`config.mk`:
```
export PLATFORM = sky130hd
export DESIGN_NAME = onehot_decoder_pipe
export DESIGN_NICKNAME = d
export VERILOG_FILES = /design/src/rtl/onehot_decoder_pipe.sv
export SDC_FILE = /design/constraint.sdc
export NUM_CORES = 1
export LEC_CHECK = 0
export ABC_AREA = 0
export CORE_UTILIZATION = 53
export DETAILED_ROUTE_END_ITERATION = 12
export GPL_ROUTABILITY_DRIVEN = 0
export PLACE_DENSITY = 0.83
export SLEW_MARGIN = 5
export SYNTH_ARGS = -nofsm -noshare
export SYNTH_HDL_FRONTEND = slang
export SYNTH_SLANG_ARGS = --single-unit
```
`constraint.sdc`:
```
create_clock -name clk -period 5.55 [get_ports clk]
set_input_delay 0.555 -clock clk [delete_from_list [all_inputs] [get_ports clk]]
set_output_delay 0.555 -clock clk [all_outputs]
set_load 0.01 [all_outputs]
```
`src/rtl/onehot_decoder_pipe.sv`:
```
// Registered binary-to-one-hot decoder behind a 2-entry skid buffer.
// Codes are decoded on acceptance; the stored word drives the outputs directly.
module onehot_decoder_pipe #(
  parameter int IN_W  = 2,
  parameter int OUT_W = 4,
  parameter int CNT_W = 16
) (
  input  logic             clk,
  input  logic             rst_n,
  input  logic             in_valid,
  output logic             in_ready,
  input  logic [IN_W-1:0]  in_code,
  output logic             out_valid,
  input  logic             out_ready,
  output logic [OUT_W-1:0] out_onehot,
  output logic             out_err,
  output logic [CNT_W-1:0] dec_count
);

  // Valid/ready: a transfer happens on a rising edge where both valid and
  // ready are high; out_onehot/out_err hold steady while out_valid waits.

  typedef enum logic [1:0] {
    EMPTY = 2'd0,
    ONE   = 2'd1,
    FULL  = 2'd2
  } state_t;

  state_t           state, state_nxt;
  logic [OUT_W-1:0] m_onehot, s_onehot, dec_onehot;
  logic             m_err, s_err, dec_err;
  logic             in_ready_q;
  logic [CNT_W-1:0] cnt;
  logic             in_xfer, out_xfer;
  logic             load_m_new, load_m_skid, load_s;

  always_comb begin
    dec_onehot = '0;
    for (int i = 0; i < OUT_W; i++) begin
      dec_onehot[i] = (in_code == IN_W'(i));
    end
    dec_err = ~|dec_onehot;
  end

  assign in_ready   = in_ready_q;
  assign out_valid  = (state != EMPTY);
  assign out_onehot = m_onehot;
  assign out_err    = m_err;
  assign dec_count  = cnt;

  assign in_xfer  = in_valid & in_ready_q;
  assign out_xfer = out_valid & out_ready;

  always_comb begin
    state_nxt   = state;
    load_m_new  = 1'b0;
    load_m_skid = 1'b0;
    load_s      = 1'b0;
    case (state)
      EMPTY: begin
        if (in_xfer) begin
          load_m_new = 1'b1;
          state_nxt  = ONE;
        end
      end
      ONE: begin
        if (in_xfer && out_xfer) begin
          load_m_new = 1'b1;
        end else if (in_xfer) begin
          load_s    = 1'b1;
          state_nxt = FULL;
        end else if (out_xfer) begin
          state_nxt = EMPTY;
        end
      end
      FULL: begin
        if (out_xfer) begin
          load_m_skid = 1'b1;
          state_nxt   = ONE;
        end
      end
      default: state_nxt = EMPTY;
    endcase
  end

  always_ff @(posedge clk or negedge rst_n) begin
    if (!rst_n) begin
      state      <= EMPTY;
      in_ready_q <= 1'b1;
    end else begin
      state      <= state_nxt;
      // Registered so out_ready never reaches in_ready combinationally.
      in_ready_q <= (state_nxt != FULL);
    end
  end

  always_ff @(posedge clk or negedge rst_n) begin
    if (!rst_n) begin
      m_onehot <= '0;
      m_err    <= 1'b0;
      s_onehot <= '0;
      s_err    <= 1'b0;
    end else begin
      if (load_m_new) begin
        m_onehot <= dec_onehot;
        m_err    <= dec_err;
      end else if (load_m_skid) begin
        m_onehot <= s_onehot;
        m_err    <= s_err;
      end
      if (load_s) begin
        s_onehot <= dec_onehot;
        s_err    <= dec_err;
      end
    end
  end

  always_ff @(posedge clk or negedge rst_n) begin
    if (!rst_n) begin
      cnt <= '0;
    end else if (out_xfer && !m_err && (cnt != {CNT_W{1'b1}})) begin
      cnt <= cnt + CNT_W'(1);
    end
  end

endmodule

```
# --- Word-level counts from Yosys, hierarchy flattened ---
# Cells that the tools add are included.
op_classes:
  addsub: 1
  bitwise: 2
  n_eq_ne: 7
  reduce_logical: 10
  muxes: 17
ops:
  columns: ["operator", "n"]
  rows:
  - ["$add 16x1->16 const B", 1]
  - ["$ne 16x16->1 const B", 1]
  - ["$mux 2", 5]
  - ["$mux 1", 8]
  - ["$mux 4", 2]
  - ["$eq 2x2->1 const B", 3]
  - ["$pmux 2 s3", 1]
  - ["$eq 2x1->1 const B", 2]
  - ["$logic_not 2->1", 2]
  - ["$reduce_bool 2->1", 2]
  - ["$reduce_or 4->1", 1]
  - ["$logic_and 1x1->1", 3]
  - ["$and 1x1->1", 2]
  - ["$logic_not 1->1", 2]
  - ["$ne 2x2->1 const B", 1]
  - ["$pmux 1 s2", 1]
word_totals:
  output_inout_bits: 23
  input_bits: 6
  ff_bits: 29

# --- Longest topological paths before layout ---
# Gate-level depths: netlist of the first run.
logic_depth:
  ltp_word: 7
  ltp_mapped: 5
  ltp_nobuf: 5

# --- Worst setup path before layout of the first run ---
# No wires, ideal clock.
synth_path:
  path_type: "register to register"
  from: "register cnt[0] (netlist: dec_count[0])"
  to: "register cnt[1] (netlist: dec_count[1])"
  period_less_slack_ns: 1.820
  path_buffers: 0
  arrival_ns: 1.695
  setup_time_ns: 0.125
  path_stages_with_launch: 6
  t_required_ns: 5.425
  path_slack_ns: 3.730
  cell_sequence: "dfrtp_1 -> ha_1 -> nand3_1 -> nor4_4 -> nor2_2 -> mux2_4"
synth_via:
  elab_chain_len: 2
  elab_cells_between_ends: 3
synth_rtl:
  columns: ["element", "line", "rtl"]
  rows:
  - ["start, declared", "33", "logic [CNT_W-1:0] cnt;"]
  - ["start signal, assigned", "122", "cnt <= cnt + CNT_W'(1);"]
  - ["branches (longest 2 deep; another with $add 16x1->16)", null, null]
# Parallel ways; which one is timed is not known.
# A chain may end at the register's enable or synchronous reset.

# --- Worst setup path after layout of the first run ---
layout_path:
  from: "register state[1]"
  to: "output port out_valid"
layout_via:
  elab_chain_len: 1
layout_rtl:
  columns: ["element", "line", "rtl"]
  rows:
  - ["start, declared", "29", "state_t state, state_nxt;"]
  - ["start signal, assigned", "91", "state <= state_nxt;"]
  - ["$reduce_bool 2->1", "46", "assign out_valid = (state != EMPTY);"]
  - ["end, declared", "13", "output logic out_valid,"]
# Every way passes these cells.

==> tab_implementation.tex, run 1 <==
\begin{tabular}{lr}
\hline
Metric & Value \\
\hline
\multicolumn{2}{l}{\textbf{Yosys}} \\
\quad Dominant register cell in the synthesized netlist & sky130\_fd\_sc\_hd\_\_dfrtp\_1 \\
\quad Asr flop ratio synth & 1.00 \\
\quad Post-synthesis cell count & roughly 130 \\
\quad Total number of yosys warnings & 0 \\
\quad Number of enable-type register cells in the synthesized netlist & 0 \\
\quad Cell area after synthesis & roughly 1400 um\^{}2 \\
\quad Part of the Yosys area used for sequential elements & 0.531 \\
\quad Number of distinct standard cells referenced by the synthesized netlist & 35 \\
\quad Average cell area after synthesis & roughly 11 um\^{}2 \\
\quad Number of storage elements in the synthesis netlist & 29 \\
\quad Syn\_nets & approximately 130 \\
\multicolumn{2}{l}{\textbf{Global routing}} \\
\quad Overflow left after global routing & 0 \\
\quad Number of antenna violations at the first check in global routing & 0 \\
\quad Global routing usage summed across all routing layers & 0.244 \\
\quad Via count of the first global-routing pass & approximately 1,000 \\
\quad Pin count of the biggest net entering global routing & 30 \\
\quad Wire length of the first global-routing pass & between 4 and 5 mm \\
\multicolumn{2}{l}{\textbf{Finish}} \\
\quad Area added between synthesis and finish & 28.3\% \\
\quad Share of the core filled with cells in the final layout & 0.716 \\
\quad Antenna cell count & 0 \\
\quad Fill cell count & just under 200 \\
\quad NumNets Final & 167 \\
\quad Fraction of final layout cells with drive strength greater than 1 & 0.0932 \\
\multicolumn{2}{l}{\textbf{Die}} \\
\quad Number of top-level pins & 29 \\
\quad Standard cell core area & about 2500 um\^{}2 \\
\quad Horizontal extent of the die & roughly 53 um \\
\quad Starting Density & 0.558 \\
\quad Site Rows & 18 \\
\quad Total die area & between 2000 and 3000 um\^{}2 \\
\quad Overall die height & 52.8 um \\
\multicolumn{2}{l}{\textbf{Power and ir drop}} \\
\quad VDD IR max & approximately 310 uV \\
\quad Leak & 0.777 nW \\
\quad Power per cell area & 424 nW/um\^{}2 \\
\multicolumn{2}{l}{\textbf{Run}} \\
\quad Number of maximum-capacitance constraint violations & 0 \\
\multicolumn{2}{l}{\textbf{Timing}} \\
\quad Period Utilization, post-route & 0.387 \\
\quad Hold Violations, Final & 0 \\
\quad Fmax & about 470 MHz \\
\quad Setup violators final & 0 \\
\quad Post-route setup TNS & 0 ns \\
\quad Clock Skews & $\sim$0.0018 ns \\
\quad Worst slew pin tran & 0.688 ns \\
\quad Min Clock Period, post-route & 2.15 ns \\
\quad Pins Over Slew Limit & 0 \\
\quad Max\_slew headroom & 0.538 \\
\quad Setup repair after global routing missed its margin & no \\
\multicolumn{2}{l}{\textbf{Clocking}} \\
\quad Clock transition time at the flip-flop clock pins of the worst setup and hold paths & around 0.09 ns \\
\quad Post-CTS Hold Buffers & 0 \\
\quad H-tree depth & 2 \\
\quad Setup bufs post-CTS & 0 \\
\quad Clock root buffer & sky130\_fd\_sc\_hd\_\_clkbuf\_4 \\
\quad Clock buffers created by TritonCTS & 5 \\
\quad Clock network latency to the later pin of the worst-skew pair & about 0.33 ns \\
\quad Resize count post-CTS & 0 \\
\quad Clock Sinks & 29 \\
\quad Maximum buffer depth of the clock tree & 2 \\
\quad TritonCTS clock tree & done \\
\multicolumn{2}{l}{\textbf{Routing}} \\
\quad Routed length per placed instance & 15.0 um \\
\quad Detailed-route vias per instance & between 5 and 6 \\
\quad First-iteration detailed-routing DRC count & 27 \\
\quad Count of antenna-violating nets left after detailed routing & 0 \\
\quad Drt first pass iters & 4 \\
\quad DRC violations left & 0 \\
\quad Total detailed-routing wirelength & between 2 and 3 mm \\
\quad Via Count & $\sim$1,100 \\
\multicolumn{2}{l}{\textbf{Worst setup path}} \\
\quad Minimum setup slack among reg-to-reg paths & between 3 and 4 ns \\
\quad List of cells traversed by the critical path & nor2\_1 -> inv\_1 -> clkdlybuf4s50\_1 \\
\quad Arrival time at the worst endpoint & $\sim$1.6 ns \\
\quad Cell with the largest stage delay on the worst path & sky130\_fd\_sc\_hd\_\_clkdlybuf4s50\_1 \\
\quad Crit path launch type & register \\
\quad Worst-path fanout max & 6 \\
\quad Max stage delay on crit path & between 0.4 and 0.5 ns \\
\quad Capturing element type of the critical path & primary output \\
\quad Data required, critical path & roughly 5 ns \\
\quad Critical setup path kind & register to primary output \\
\multicolumn{2}{l}{\textbf{Worst hold path}} \\
\quad Min-delay worst type & register to register \\
\multicolumn{2}{l}{\textbf{Placement}} \\
\quad Estimated wirelength of the detail-placed design & around 2.0 mm \\
\quad Number of buffers added on ports & 28 \\
\multicolumn{2}{l}{\textbf{Outcome}} \\
\quad Status & completed \\
\hline
\end{tabular}
[stage by stage]
step           total power [mW]  cells  setup WS (ns)  instance area [um^2]  hold WS (ns)
2_1_floorplan             0.466    126           3.73                  1370         0.259
3_3_place_gp              0.587    183           3.33                  1690         0.489
3_5_place_dp              0.601    183           3.22                  1690         0.502
4_1_cts                   0.748    191           3.39                  1760         0.516
5_1_grt                   0.788    191           3.32                  1760         0.549
6_report                  0.745    191           3.40                  1760         0.514
[sequential cells by signal (all words and copies together) (netlist names)]
signal and cells:
dec_count 16, out_onehot 4, s_onehot 4, state 2, in_ready 1, out_err 1
s_err 1
[cells by family after synthesis]
group	share of synthesized area
adder cells (fa/ha/maj)	0.00913
flip-flops	0.531
XOR/XNOR	0.0831
buffers and inverters	0.0192
AND/OR/NAND/NOR	0.238
AO/OA/AOI/OAI	0.101
multiplexers	0.0183
[worst max-delay path, delay by kind of cell (launching register included)]
kind          cells  cell delay, ns
buf+inv           2            0.55
flops             1            0.43
simple gates      1            0.28
[synth_stat cells (4+ instances only)]
| master | instances | area share |
|---|---|---|
| sky130_fd_sc_hd__nor3_1 | 7 | 0.026 |
| sky130_fd_sc_hd__a31oi_1 | 5 | 0.023 |
| sky130_fd_sc_hd__dfrtp_1 | 28 | 0.51 |
| sky130_fd_sc_hd__xor2_1 | 9 | 0.058 |
| sky130_fd_sc_hd__o21ai_0 | 4 | 0.015 |
| sky130_fd_sc_hd__nor2_1 | 11 | 0.030 |
| sky130_fd_sc_hd__xnor2_1 | 4 | 0.026 |
| sky130_fd_sc_hd__a221o_1 | 4 | 0.029 |
| sky130_fd_sc_hd__nand3_1 | 6 | 0.022 |
| sky130_fd_sc_hd__nand2_1 | 4 | 0.011 |
| sky130_fd_sc_hd__inv_1 | 5 | 0.014 |
[layer usage]
metal  up-vias  global-route usage  wire length [um]  share of wire
met1       540               0.315              1280           0.45
met5         -                   0                 0              0
li1        538                   -                 -              -
met2        32               0.361              1390           0.48
met3         8              0.0725               138          0.048
met4         0               0.140                65          0.023
[final cells by class]
| cell class | instances | area (um^2) | area share |
|---|---|---|---|
| Tap cell | 30 | 37.5 | 0.0214 |
| Sequential cell | 29 | 727 | 0.414 |
| Clock buffer | 7 | 65.1 | 0.0370 |
| Clock inverter | 1 | 5.00 | 0.00285 |
| Timing Repair Buffer | 29 | 288 | 0.164 |
| Inverter | 5 | 18.8 | 0.0107 |
| Multi-Input combinational cell | 90 | 617 | 0.351 |
[report_power, final]
group	switching [mW]	total, mW	internal (mW)	leakage (nW)
clock network	0.0749	0.148	0.0733	0.0413
registers	0.0639	0.338	0.274	0.373
logic	0.117	0.259	0.141	0.363
total	0.256	0.745	0.489	0.777
[final timing paths]
kind | startpoint | endpoint | cells after the start
setup / recovery | state[1] | out_valid | 3
setup reg to reg | dec_count[0] | dec_count[1] | 5
hold reg to reg | dec_count[7] | dec_count[7] | 1
min in group asynchronous | rst_n | dec_count[14] | 2
max in group asynchronous | rst_n | in_ready | 2
hold / removal | dec_count[7] | dec_count[7] | 1
[cell usage in the layout (no fill, tap or decap), types with 2 or more instances in the layout]
cell                              Yosys  layout
sky130_fd_sc_hd__a21oi_1              3       3
sky130_fd_sc_hd__a221o_1              4       4
sky130_fd_sc_hd__a31oi_1              5       5
sky130_fd_sc_hd__and3_1               2       2
sky130_fd_sc_hd__clkbuf_4             0       5
sky130_fd_sc_hd__clkbuf_8             0       2
sky130_fd_sc_hd__clkdlybuf4s50_1      0      28
sky130_fd_sc_hd__dfrtp_1             28      28
sky130_fd_sc_hd__inv_1                5       5
sky130_fd_sc_hd__nand2_1              4       4
sky130_fd_sc_hd__nand2b_1             3       3
sky130_fd_sc_hd__nand3_1              6       6
sky130_fd_sc_hd__nand4_1              3       3
sky130_fd_sc_hd__nand4b_1             3       3
sky130_fd_sc_hd__nor2_1              11      11
sky130_fd_sc_hd__nor2b_1              2       2
sky130_fd_sc_hd__nor3_1               7       7
sky130_fd_sc_hd__nor4_1               3       3
sky130_fd_sc_hd__o21ai_0              4       4
sky130_fd_sc_hd__o41ai_1              3       3
sky130_fd_sc_hd__xnor2_1              4       4
sky130_fd_sc_hd__xor2_1               9       9
Note: power is estimated with default switching activity, not from simulation.
==> inputs of run 2 (changes only) <==
--- a/config.mk
+++ b/config.mk
@@ -6,10 +6,10 @@
 export NUM_CORES = 1
 export LEC_CHECK = 0
 export ABC_AREA = 0
-export CORE_UTILIZATION = 53
+export CORE_UTILIZATION = 45
 export DETAILED_ROUTE_END_ITERATION = 12
 export GPL_ROUTABILITY_DRIVEN = 0
-export PLACE_DENSITY = 0.83
+export PLACE_DENSITY = 0.75
 export SLEW_MARGIN = 5
 export SYNTH_ARGS = -nofsm -noshare
 export SYNTH_HDL_FRONTEND = slang
==> constraint.sdc (replaced) <==
create_clock -name clk -period 1.9 [get_ports clk]
set_input_delay 0.19 -clock clk [delete_from_list [all_inputs] [get_ports clk]]
set_output_delay 0.19 -clock clk [all_outputs]
set_load 0.01 [all_outputs]
==> run 2 against run 1 <==
  * The flow now finishes with violations (DRC)
  * Clock skew up 0.0053 ns
  * Setup slack got worse by 3.2 ns
  * Die area grew 17%
  * Sequential share of layout area decreased by 1.6 points
  * Total power increased to 3.0 times the previous value
  * Via count up 3.9%
  * Non-clock buffer count grew 9
  * Register-to-register slack lost 3.3 ns
  * Final area up 3.9%
  * Global-route usage shrank 4.6 points
==> tab_implementation.tex, run 2 (synthesis results as in run 1) <==
\begin{tabular}{lr}
\hline
Metric & Value \\
\hline
\multicolumn{2}{l}{\textbf{Finish}} \\
\quad Sequential cell area & 727 um\^{}2 (unchanged) \\
\quad Fraction of final layout cells with drive strength greater than 1 & 0.141 (was 0.0932) \\
\quad Flip-flop count of the largest register, all copies and words added & 16 (unchanged) \\
\quad Antenna cell count & 0 (unchanged) \\
\quad Area added between synthesis and finish & 33.3\% (was 28.3\%) \\
\quad Fill cell count & 229 (was 193) \\
\quad Total area of multi-input combinational cells & 617 um\^{}2 (unchanged) \\
\quad NumNets Final & 176 (was 167) \\
\quad Cell area after layout & 1830 um\^{}2 (was 1760 um\^{}2) \\
\quad Most frequent cells in the layout & sky130\_fd\_sc\_hd\_\_dfrtp\_1 (28), sky130\_fd\_sc\_hd\_\_clkdlybuf4s50\_1 (28), sky130\_fd\_sc\_hd\_\_nor2\_1 (11), sky130\_fd\_sc\_hd\_\_buf\_4 (10), sky130\_fd\_sc\_hd\_\_xor2\_1 (9) (was sky130\_fd\_sc\_hd\_\_dfrtp\_1 (28), sky130\_fd\_sc\_hd\_\_clkdlybuf4s50\_1 (28), sky130\_fd\_sc\_hd\_\_nor2\_1 (11), sky130\_fd\_sc\_hd\_\_xor2\_1 (9), sky130\_fd\_sc\_hd\_\_nor3\_1 (7)) \\
\multicolumn{2}{l}{\textbf{Clocking}} \\
\quad Clock transition time at the flip-flop clock pins of the worst setup and hold paths & 0.09 ns (about the same) \\
\quad Post-CTS Hold Buffers & 0 (unchanged) \\
\quad Clock root buffer & sky130\_fd\_sc\_hd\_\_clkbuf\_4 (unchanged) \\
\quad TritonCTS clock tree & done (unchanged) \\
\quad Setup bufs post-CTS & 0 (unchanged) \\
\quad H-tree depth & 2 (unchanged) \\
\quad Clock Sinks & 29 (unchanged) \\
\quad Clock buffers created by TritonCTS & 5 (unchanged) \\
\quad Resize count post-CTS & 0 (unchanged) \\
\quad Clock network latency to the later pin of the worst-skew pair & 0.32 ns (was 0.33 ns) \\
\quad Maximum buffer depth of the clock tree & 2 (unchanged) \\
\multicolumn{2}{l}{\textbf{Routing}} \\
\quad Drt first pass iters & 9 (was 4) \\
\quad Total detailed-routing wirelength & 2.99 mm (was 2.87 mm) \\
\quad Detailed-route vias per instance & 5.78 (was 5.85) \\
\quad First-iteration detailed-routing DRC count & 58 (was 27) \\
\quad Routed length per placed instance & 14.9 um (was 15.0 um) \\
\quad Via Count & 1,162 (was 1,118) \\
\quad DRC violations left & 1 (was 0) \\
\quad Count of antenna-violating nets left after detailed routing & 0 (unchanged) \\
\multicolumn{2}{l}{\textbf{Die}} \\
\quad Site Rows & 19 (was 18) \\
\quad Total die area & 3270 um\^{}2 (was 2790 um\^{}2) \\
\quad Overall die height & 57.2 um (was 52.8 um) \\
\quad Standard cell core area & 2830 um\^{}2 (was 2450 um\^{}2) \\
\quad Number of top-level pins & 29 (unchanged) \\
\quad Starting Density & 0.484 (was 0.558) \\
\quad Horizontal extent of the die & 57.2 um (was 52.8 um) \\
\multicolumn{2}{l}{\textbf{Placement}} \\
\quad Number of buffers added on ports & 28 (unchanged) \\
\quad Area of placed instances & 1760 um\^{}2 (was 1690 um\^{}2) \\
\quad Pre-CTS setup slack & -0.0100 ns (was 3.22 ns) \\
\quad Estimated wirelength of the detail-placed design & 2.19 mm (was 2.02 mm) \\
\multicolumn{2}{l}{\textbf{Timing}} \\
\quad Hold Violations, Final & 0 (unchanged) \\
\quad Setup repair after global routing missed its margin & no (unchanged) \\
\quad Post-route setup TNS & 0 ns (unchanged) \\
\quad Min Hold Slack & 0.235 ns (was 0.514 ns) \\
\quad Pins Over Slew Limit & 0 (unchanged) \\
\quad Min Clock Period, post-route & between 1.5 and 2 ns \\
\quad Max\_slew headroom & 0.677 (was 0.538) \\
\quad Period Utilization, post-route & 0.911 \\
\quad Worst slew pin tran & 0.485 ns (was 0.688 ns) \\
\quad Fmax & around 580 MHz \\
\quad Clock Skews & 0.00709 ns (was 0.00178 ns) \\
\quad Crit path setup slack, layout & 0.170 ns (was 3.40 ns) \\
\quad Setup violators final & 0 (unchanged) \\
\multicolumn{2}{l}{\textbf{Worst setup path}} \\
\quad Capturing element type of the critical path & primary output (unchanged) \\
\quad List of cells traversed by the critical path & nor2\_1 -> inv\_1 -> clkdlybuf4s50\_1 (unchanged) \\
\quad Arrival time at the worst endpoint & 1.54 ns (was 1.59 ns) \\
\quad Minimum setup slack among reg-to-reg paths & 0.19 ns (was 3.51 ns) \\
\quad Cell with the largest stage delay on the worst path & sky130\_fd\_sc\_hd\_\_clkdlybuf4s50\_1 (unchanged) \\
\quad Max stage delay on crit path & 0.48 ns (about the same) \\
\quad Critical setup path kind & register to primary output (unchanged) \\
\quad Data required, critical path & 1.71 ns (was 4.99 ns) \\
\quad Crit path launch type & register (unchanged) \\
\quad Cells on worst reg2reg path & 4 (was 5) \\
\quad Worst-path fanout max & 6 (unchanged) \\
\multicolumn{2}{l}{\textbf{Global routing}} \\
\quad Global routing usage summed across all routing layers & 0.198 (was 0.244) \\
\quad Number of antenna violations at the first check in global routing & 0 (unchanged) \\
\quad Via count of the first global-routing pass & 1,115 (was 995) \\
\quad Pin count of the biggest net entering global routing & 30 (unchanged) \\
\quad Overflow left after global routing & 0 (unchanged) \\
\quad Wire length of the first global-routing pass & 4.91 mm (was 4.64 mm) \\
\multicolumn{2}{l}{\textbf{Outcome}} \\
\quad Failing checks & DRC \\
\quad Status & finished, violations left (was completed) \\
\multicolumn{2}{l}{\textbf{Run}} \\
\quad Number of maximum-capacitance constraint violations & 0 (unchanged) \\
\multicolumn{2}{l}{\textbf{Power and ir drop}} \\
\quad Leak & 0.821 nW (was 0.777 nW) \\
\quad Power per cell area & 1220 nW/um\^{}2 (was 424 nW/um\^{}2) \\
\quad VDD IR max & 660 uV (was 310 uV) \\
\quad Pwr Total & 2.23 mW (was 0.745 mW) \\
\multicolumn{2}{l}{\textbf{Worst hold path}} \\
\quad Min-delay worst type & primary input to asynchronous set/reset pin (was register to register) \\
\hline
\end{tabular}
## run 2: changes by cell type in the layout (fill, tap and decap cells not counted)
cell / delta
sky130_fd_sc_hd__buf_4: +9
## run 2: routing by layer
| metal | share of wire | global-route usage |
|---|---|---|
| met1 | 0.44 | 0.258 |
| met2 | 0.49 | 0.304 |
| met3 | 0.066 | 0.0658 |
| met4 | 0.0090 | 0.0836 |
| met5 | 0 | 0 |
## run 2: critical path: cells and delay by family (launching register included)
family	cells	cell delay (ns)
buffers and inverters	2	0.54
DFF	1	0.44
and+or+nand+nor	1	0.25
## run 2: per-stage QoR
stage | util | instances
floorplan | - | 126
global placement | 0.621 | 193
detailed placement | 0.621 | 193
CTS | 0.646 | 201
global route | 0.646 | 201
finish | 0.646 | 201
## run 2: report_power, final
| part | internal, mW | leakage [nW] | switching [mW] |
|---|---|---|---|
| sequential | 0.800 | 0.373 | 0.172 |
| clock | 0.214 | 0.0413 | 0.205 |
| combinational | 0.463 | 0.407 | 0.375 |
## run 2: path summary, 6_finish.rpt
kind	start	end
max in group asynchronous	rst_n	in_ready
setup reg to reg	out_err	dec_count[5]
hold reg to reg	s_err	s_err
hold / removal	rst_n	s_onehot[2]
setup / recovery	state[1]	out_valid
min in group clk	s_err	s_err
## run 2: cell type report
class / count / share of cell area
repair buffers: 38 / 0.195
inverters: 5 / 0.0103
well taps: 31 / 0.0212
flip-flops and latches: 29 / 0.398
clock buffers: 7 / 0.0356
clock inverters: 1 / 0.00274
multi-input cells: 90 / 0.338
